## config.mk

```make
export PLATFORM = sky130hd
export DESIGN_NAME = pipe_skid_chain
export DESIGN_NICKNAME = d
export VERILOG_FILES = /design/src/rtl/pipe_skid_chain_pkg.sv /design/src/rtl/pipe_skid_chain_stage.sv /design/src/rtl/pipe_skid_chain.sv
export SDC_FILE = /design/constraint.sdc
export NUM_CORES = 1
export LEC_CHECK = 0
export BUFFER_PORTS_ARGS = -buffer_cell sky130_fd_sc_hd__buf_2
export CAP_MARGIN = 0
export CORE_MARGIN = 3
export CORE_UTILIZATION = 61
export DETAILED_ROUTE_END_ITERATION = 7
export PLACE_DENSITY = 0.78
export SLEW_MARGIN = 20
export SYNTH_ARGS = -nofsm -noshare
export SYNTH_HDL_FRONTEND = slang
export SYNTH_SLANG_ARGS = --single-unit
```

## constraint.sdc

```tcl
create_clock -name clk -period 3.6 [get_ports clk]
set_input_delay 0 -clock clk [delete_from_list [all_inputs] [get_ports clk]]
set_output_delay 0 -clock clk [all_outputs]
set_load 0.005 [all_outputs]
```

## src/rtl/pipe_skid_chain_pkg.sv

```systemverilog
// Shared constants and types for the elastic pipeline-register chain.
package pipe_skid_chain_pkg;

  localparam int CNT_W = 2;

  // Per-stage live-entry count: 0, 1 or 2 (main + skid).
  typedef logic [CNT_W-1:0] stage_cnt_t;

  // Width needed to count 0..2*stages live beats.
  function automatic int occ_width(input int stages);
    return $clog2(2 * stages + 1);
  endfunction

endpackage

```

## src/rtl/pipe_skid_chain_stage.sv

```systemverilog
// One elastic stage: a main entry plus a skid entry, so the upstream ready
// comes straight from a flop. A flush empties both entries at the edge.
module pipe_skid_chain_stage
  import pipe_skid_chain_pkg::*;
#(
  parameter int WIDTH = 32
) (
  input  logic             clk,
  input  logic             rst_n,
  input  logic             up_valid_i,
  output logic             up_ready_o,
  input  logic [WIDTH-1:0] up_data_i,
  output logic             down_valid_o,
  input  logic             down_ready_i,
  output logic [WIDTH-1:0] down_data_o,
  input  logic             flush_i,
  output stage_cnt_t       count_o
);

  logic             m_v_q, m_v_d;
  logic             s_v_q, s_v_d;
  logic [WIDTH-1:0] m_data_q, m_data_d;
  logic [WIDTH-1:0] s_data_q, s_data_d;
  logic             in_xfer;
  logic             out_xfer;

  assign up_ready_o   = ~s_v_q;
  assign down_valid_o = m_v_q & ~flush_i;
  assign down_data_o  = m_data_q;
  assign in_xfer      = up_valid_i & up_ready_o;
  assign out_xfer     = down_valid_o & down_ready_i;
  assign count_o      = {1'b0, m_v_q} + {1'b0, s_v_q};

  always_comb begin
    // NOTE: every next-state variable gets its hold value first, so no path
    // through this block can leave one unassigned and infer a latch.
    m_v_d    = m_v_q;
    s_v_d    = s_v_q;
    m_data_d = m_data_q;
    s_data_d = s_data_q;
    if (flush_i) begin
      // A beat accepted upstream this edge is swallowed along with the stage.
      m_v_d = 1'b0;
      s_v_d = 1'b0;
    end else if (out_xfer) begin
      if (s_v_q) begin
        m_v_d    = 1'b1;
        m_data_d = s_data_q;
        s_v_d    = in_xfer;
        if (in_xfer) s_data_d = up_data_i;
      end else begin
        m_v_d = in_xfer;
        if (in_xfer) m_data_d = up_data_i;
      end
    end else if (in_xfer) begin
      if (!m_v_q) begin
        m_v_d    = 1'b1;
        m_data_d = up_data_i;
      end else begin
        s_v_d    = 1'b1;
        s_data_d = up_data_i;
      end
    end
  end

  // NOTE: state flops use non-blocking assignments so every stage samples
  // its neighbours' pre-edge values, whatever order the blocks evaluate in.
  always_ff @(posedge clk or negedge rst_n) begin
    if (!rst_n) begin
      m_v_q    <= 1'b0;
      s_v_q    <= 1'b0;
      // NOTE: payload flops are reset too, so OUT_DATA reads 0 out of reset
      // rather than whatever the silicon powered up with.
      m_data_q <= '0;
      s_data_q <= '0;
    end else begin
      m_v_q    <= m_v_d;
      s_v_q    <= s_v_d;
      m_data_q <= m_data_d;
      s_data_q <= s_data_d;
    end
  end

endmodule

```

## src/rtl/pipe_skid_chain.sv

```systemverilog
// Valid/ready chain of STAGES skid stages between a producer and consumer;
// each stage can be squashed by its own flush bit.
module pipe_skid_chain
  import pipe_skid_chain_pkg::*;
#(
  parameter  int WIDTH  = 32,
  parameter  int STAGES = 4,
  localparam int OCC_W  = occ_width(STAGES)
) (
  input  logic              clk,
  input  logic              rst_n,
  input  logic              in_valid_i,
  output logic              in_ready_o,
  input  logic [WIDTH-1:0]  in_data_i,
  output logic              out_valid_o,
  input  logic              out_ready_i,
  output logic [WIDTH-1:0]  out_data_o,
  input  logic [STAGES-1:0] flush_i,
  output logic [OCC_W-1:0]  occupancy_o
);

  // Link i sits in front of stage i; link STAGES is the chain output.
  logic [STAGES:0]            valid_w;
  logic [STAGES:0]            ready_w;
  logic [STAGES:0][WIDTH-1:0] data_w;
  stage_cnt_t                 cnt_w [STAGES];

  assign valid_w[0]      = in_valid_i;
  assign data_w[0]       = in_data_i;
  assign in_ready_o      = ready_w[0];
  assign ready_w[STAGES] = out_ready_i;
  assign out_valid_o     = valid_w[STAGES];
  assign out_data_o      = data_w[STAGES];

  for (genvar i = 0; i < STAGES; i++) begin : g_stage
    pipe_skid_chain_stage #(
      .WIDTH(WIDTH)
    ) u_stage (
      .clk         (clk),
      .rst_n       (rst_n),
      .up_valid_i  (valid_w[i]),
      .up_ready_o  (ready_w[i]),
      .up_data_i   (data_w[i]),
      .down_valid_o(valid_w[i+1]),
      .down_ready_i(ready_w[i+1]),
      .down_data_o (data_w[i+1]),
      .flush_i     (flush_i[i]),
      .count_o     (cnt_w[i])
    );
  end

  always_comb begin
    occupancy_o = '0;
    for (int i = 0; i < STAGES; i++) begin
      occupancy_o = occupancy_o + OCC_W'(cnt_w[i]);
    end
  end

endmodule

```

# Word-level counts from Yosys, hierarchy flattened
# Index checks and enable logic that the tools add are counted.
# W data, S select, Z words.
totals:
  register_bits: 264
  inputBits: 40
  output_inout_bits: 38
op_classes:
  n_reduce_logical: 32
  bitwise: 17
  mux: 72
  eq_ne: 12
  n_addsub: 7
ops:
  columns: ["cell", "count"]
  rows:
  - ["$mux W32", 36]
  - ["$mux W1", 36]
  - ["$reduce_bool A2 Y1", 12]
  - ["$reduce_bool A3 Y1", 8]
  - ["$reduce_and A5 Y1", 4]
  - ["$ne A2 B2 Y1 const B", 8]
  - ["$reduce_and A4 Y1", 4]
  - ["$and A1 B1 Y1", 9]
  - ["$add A1 B1 Y2", 4]
  - ["$ne A2 B1 Y1 const B", 4]
  - ["$not A1 Y1", 8]
  - ["$reduce_and A2 Y1", 4]
  - ["$add A3 B2 Y4", 1]
  - ["$add A4 B2 Y4", 1]
  - ["$add A2 B2 Y3", 1]

# Depth between registers and ports, before layout
depth:
  word_depth: 6
  mapped_depth: 9
  ltp_nobuf: 9

# Hierarchy
# Synthesis repeated with hierarchy kept, for this count alone.
unflattened:
  cells_unflattened: 750
  hier_area_um2: 11761.3
modules_own_cells:
  columns: ["module", "cells_per_inst", "seq_area_each_um2", "n_inst", "area_each_um2"]
  rows:
  - ["pipe_skid_chain_stage", 186, 1651.6, 4, 2914.0]
  - ["pipe_skid_chain", 6, 0.0, 1, 105.1]

# Worst setup path before layout
# No wires, ideal clock.
synth_path:
  path_type: "flip-flop to output port"
  from: "reg g_stage[0].u_stage.m_v_q"
  to: "out occupancy_o[1]"
  path_buffers: 0
  slack_ns: 0.779
  path_stages_with_launch: 10
  t_arrival_ns: 2.821
  cell_sequence: "dfrtp_1 fa_1 inv_1 fa_1 fa_1 inv_1 ha_1 inv_1 fa_1 inv_1"
synth_between:
  elab_chain_cells: 4
synth_rtl:
  columns: ["element", "line_no", "source"]
  rows:
  - ["start, declared", "pipe_skid_chain_stage.sv:20", "logic m_v_q, m_v_d;"]
  - ["start signal, assigned", "pipe_skid_chain_stage.sv:77", "m_v_q <= m_v_d;"]
  - ["$add A1 B1 Y2", "pipe_skid_chain_stage.sv:32", "assign count_o = {1'b0, m_v_q} + {1'b0, s_v_q};"]
  - ["$add A2 B2 Y3", "pipe_skid_chain.sv:55", "occupancy_o = occupancy_o + OCC_W'(cnt_w[i]);"]
  - ["$add A3 B2 Y4", "pipe_skid_chain.sv:55", null]
  - ["$add A4 B2 Y4", "pipe_skid_chain.sv:55", null]
  - ["end, declared", "pipe_skid_chain.sv:19", "output logic [OCC_W-1:0] occupancy_o"]
# No other way between the ends.

# Final worst setup path
# Same ends and word-level chain as after synthesis.

==> out/qor.yml <==
outcome:
  status: "completed"
worst_setup_path:
  path_class: "flop to output pin"
  path_common_cell: "inv_1"
  required_ps: 3600
  setup.worst_path.start_class: "flop"
  cp.arrival_ps: 3450
  cp_max_fo: 8
  end_kind: "output pin"
  crit_slowest_cell: "fa_1"
  cp_cell_sequence: "fa_1, inv_1, fa_1, fa_1, inv_1, ha_2, inv_1, fa_2, inv_1, buf_2"
  slowest_delay_ps: 520
floorplan:
  dieArea_um2: 21600
  start_util_pct: 63.4
  io_pins: 78
  fp.dieW_um: 147
  core_um2: 19100
  dieHeight_um: 147
  rows: 50
synth:
  seq_area_frac_synth_pct: 54.4
  synth_nets: 838
  ys_ff_latch: 264
  yosysTopAreaCell: "dfrtp_1"
  netlist_instances: 791
  avgSynthCellArea_um2: 15.4
  synth_area_leaders: "dfrtp_1 54%, mux2_2 32%, mux2_4 3.7%"
  yosysUniqueCellTypes: 33
  synth-warning-count: 0
  synth_area_um2: 12100
  synth_top_area_share_pct: 54.4
detailed_routing:
  first_pass_iters: 5
  drt-wirelength-per-cell_um: 20.1
  vias_per_cell: 5.68
  num_vias: 6591
  routed_wl_mm: 23.3
  postRouteAntennaNets: 0
  drt_iter0_markers: 309
  drc_errors: 0
power:
  power_frac_comb_pct: 11.7
  power_leakage_nw: 6.75
  netSwitchingFraction_pct: 22.8
  powerDensity_nw_per_um2: 527
  pwr-share-seq_pct: 48.1
  p_sw_mw: 1.67
  p_int_mw: 5.66
  power_frac_clock_pct: 40.3
  total_power_mw: 7.33
  max-vdd-ir-drop_mv: 0.330
grt:
  grt_util_all_layers_pct: 22.2
  antenna_found_initial: 0
  grt_pass1_wl_mm: 39.3
  globalRouteOverflowTotal: 0
  grt_pass1_vias: 7531
  grt_max_degree: 134
timing:
  skew_ps: 8.61
  rsz0062_at_grt: "no"
  slew_violations: 0
  slew_headroom_pct: 33.2
  fin_crit_sh_pct: 95.7
  setup_tns_ps: 0
  max_freq_ghz: 0.290
  setup_viol: 0
  fin_crit_ps: 3450
  tightest_slew_ps: 1000
  hold_violations: 0
finish:
  area_delta_synth_final_pct: 14.5
  layout.nets: 927
  final_area_um2: 13900
  diodes: 0
  drive_above_1_share_pct: 58.9
  final_util_pct: 72.7
placement:
  dpl-instance-area_um2: 12500
  io_buffer_count: 77
  place.gp.congestion: 0.795
  dp_hpwl_mm: 14.2
worst_hold_path:
  min_path_type: "primary input to async pin"
clocking:
  htreeDepth: 1
  clock_latency_ps: 520
  cts-root-buf: "clkbuf_16"
  cts_made_buffers: 27
  clock-sinks: 264
  cts_tree: "yes"
  clockBufferDepth: 3
  clk_pin_slew_ps: 60
flow_run:
  cap_violations: 0
==> cells in the final DEF, fill, tap and decap left out, types with 2 or more instances in the layout <==
master         netlist  layout
a2111oi_4            2       2
clkinvlp_4           0       2
o21a_1               3       3
buf_2               12      76
buf_12               0       2
bufinv_16            0       4
dfrtp_1            264     261
nor2b_1              7       7
dlygate4sd3_1        0      41
inv_1               13      13
o21ai_0              2       2
dfrtp_2              0       3
a21oi_1              5       5
mux2_2             344     344
nor4bb_4             0       2
clkbuf_16            0      27
a211oi_1             2       2
clkbuf_1             5       3
fa_1                 4       3
buf_4               51      15
mux2_4              30      30
nor2_1               5       5
mux2_1              12      12
clkbuf_8             0       8
nor4_4               2       2
nand2b_1             4       4
ha_1                 3       2
clkinv_2             0       5
a211oi_4             0       2
==> registers in the layout (all words and copies together) (netlist names) <==
name / count
g_stage.u_stage.down_data_o: 128
g_stage.u_stage.s_data_q: 128
g_stage.u_stage.m_v_q: 4
g_stage.u_stage.s_v_q: 4
==> final cells by class <==
type                       instances  area (um2)
clock inverter                    11         160
inverter                          13        48.8
clock buffer                      38         797
timing repair buffer             135         958
multi-input combinational        439        5010
tap                              260         325
sequential                       264        6610
fill                            1277        5230
==> per-stage QoR <==
stage | hold WS (ps) | std cells | setup slack, ps
floorplan | -296 | 791 | 779
global placement | 182 | 1068 | 599
detailed placement | 196 | 1068 | 569
CTS | 242 | 1158 | 20.9
global route | 262 | 1160 | 9.39
finish | 184 | 1160 | 154
==> critical path, delay by kind of cell (launching register included) <==
kind / cells / cell delay, ps
buffers and inverters: 5 / 320
adder cells (fa/ha/maj): 5 / 2140
flip-flops: 1 / 470
==> cell usage after synthesis <==
| library cell | instances |
|---|---|
| a2111oi_4 | 2 |
| a211o_1 | 1 |
| a211oi_1 | 2 |
| a211oi_2 | 2 |
| a21oi_1 | 5 |
| a2bb2oi_1 | 1 |
| and4bb_2 | 1 |
| buf_2 | 12 |
| buf_4 | 51 |
| buf_6 | 6 |
| clkbuf_1 | 5 |
| clkbuf_2 | 1 |
| dfrtp_1 | 264 |
| fa_1 | 4 |
| ha_1 | 3 |
| inv_1 | 13 |
| mux2_1 | 12 |
| mux2_2 | 344 |
| mux2_4 | 30 |
| nand2_1 | 1 |
| nand2b_1 | 4 |
| nand2b_2 | 1 |
| nand3_1 | 1 |
| nand4b_1 | 1 |
| nor2_1 | 5 |
| nor2b_1 | 7 |
| nor3_1 | 1 |
| nor4_4 | 2 |
| nor4bb_1 | 2 |
| o21a_1 | 3 |
| o21ai_0 | 2 |
| or3_1 | 1 |
| xnor2_1 | 1 |
==> what timing repair did <==
item                                    4_1_cts  5_1_grt
setup buffers                                 0        2
resized for setup                             0        5
hold endpoints to repair                    201        0
hold buffers                                 41        0
endpoints found under the setup margin        0        2
==> layer usage <==
| layer | part of all wire [%] | global-route usage (%) | routed length, um | vias to the layer above |
|---|---|---|---|---|
| met3 | 3.3 | 2.96 | 767 | 54 |
| li1 | - | - | - | 2959 |
| met2 | 50 | 38.4 | 11600 | 127 |
| met1 | 44 | 29.9 | 10300 | 3451 |
| met4 | 2.7 | 6.24 | 627 | 0 |
| met5 | 0 | 0 | 0 | - |
==> cell families after synthesis <==
kind of cell | share of synthesized area (%)
xor+xnor | 0.0721
fa+ha+maj | 0.968
mux | 36.7
simple gates | 1.65
buf+inv | 4.80
flops | 54.4
compound gates | 1.40
==> path summary, 6_finish.rpt <==
check / endpoint / startpoint / slack, ps / cells after the start
max: occupancy_o[1] / g_stage[0].u_stage.m_v_q / 150 / 10
min: g_stage[0].u_stage.s_data_q[23] / rst_n / 180 / 2
max reg2reg: g_stage[1].u_stage.s_data_q[25] / g_stage[2].u_stage.s_v_q / 1100 / 4
min reg2reg: g_stage[1].u_stage.s_data_q[6] / g_stage[1].u_stage.s_data_q[6] / 490 / 1
max in group asynchronous: g_stage[3].u_stage.s_data_q[23] / rst_n / 2430 / 3
min in group clk: g_stage[0].u_stage.s_data_q[23] / in_data_i[23] / 260 / 3
==> power by group through the flow <==
stage | Clock, mW | Combinational (mW) | Sequential (mW)
after floorplan | 0 | 0.614 | 3.49
after global placement | 0 | 0.791 | 3.55
after detailed placement | 0 | 0.823 | 3.57
after CTS | 3.03 | 0.868 | 3.53
after global routing | 3.14 | 0.940 | 3.57
final | 2.95 | 0.855 | 3.52
Power figures use the tool's default switching activity.
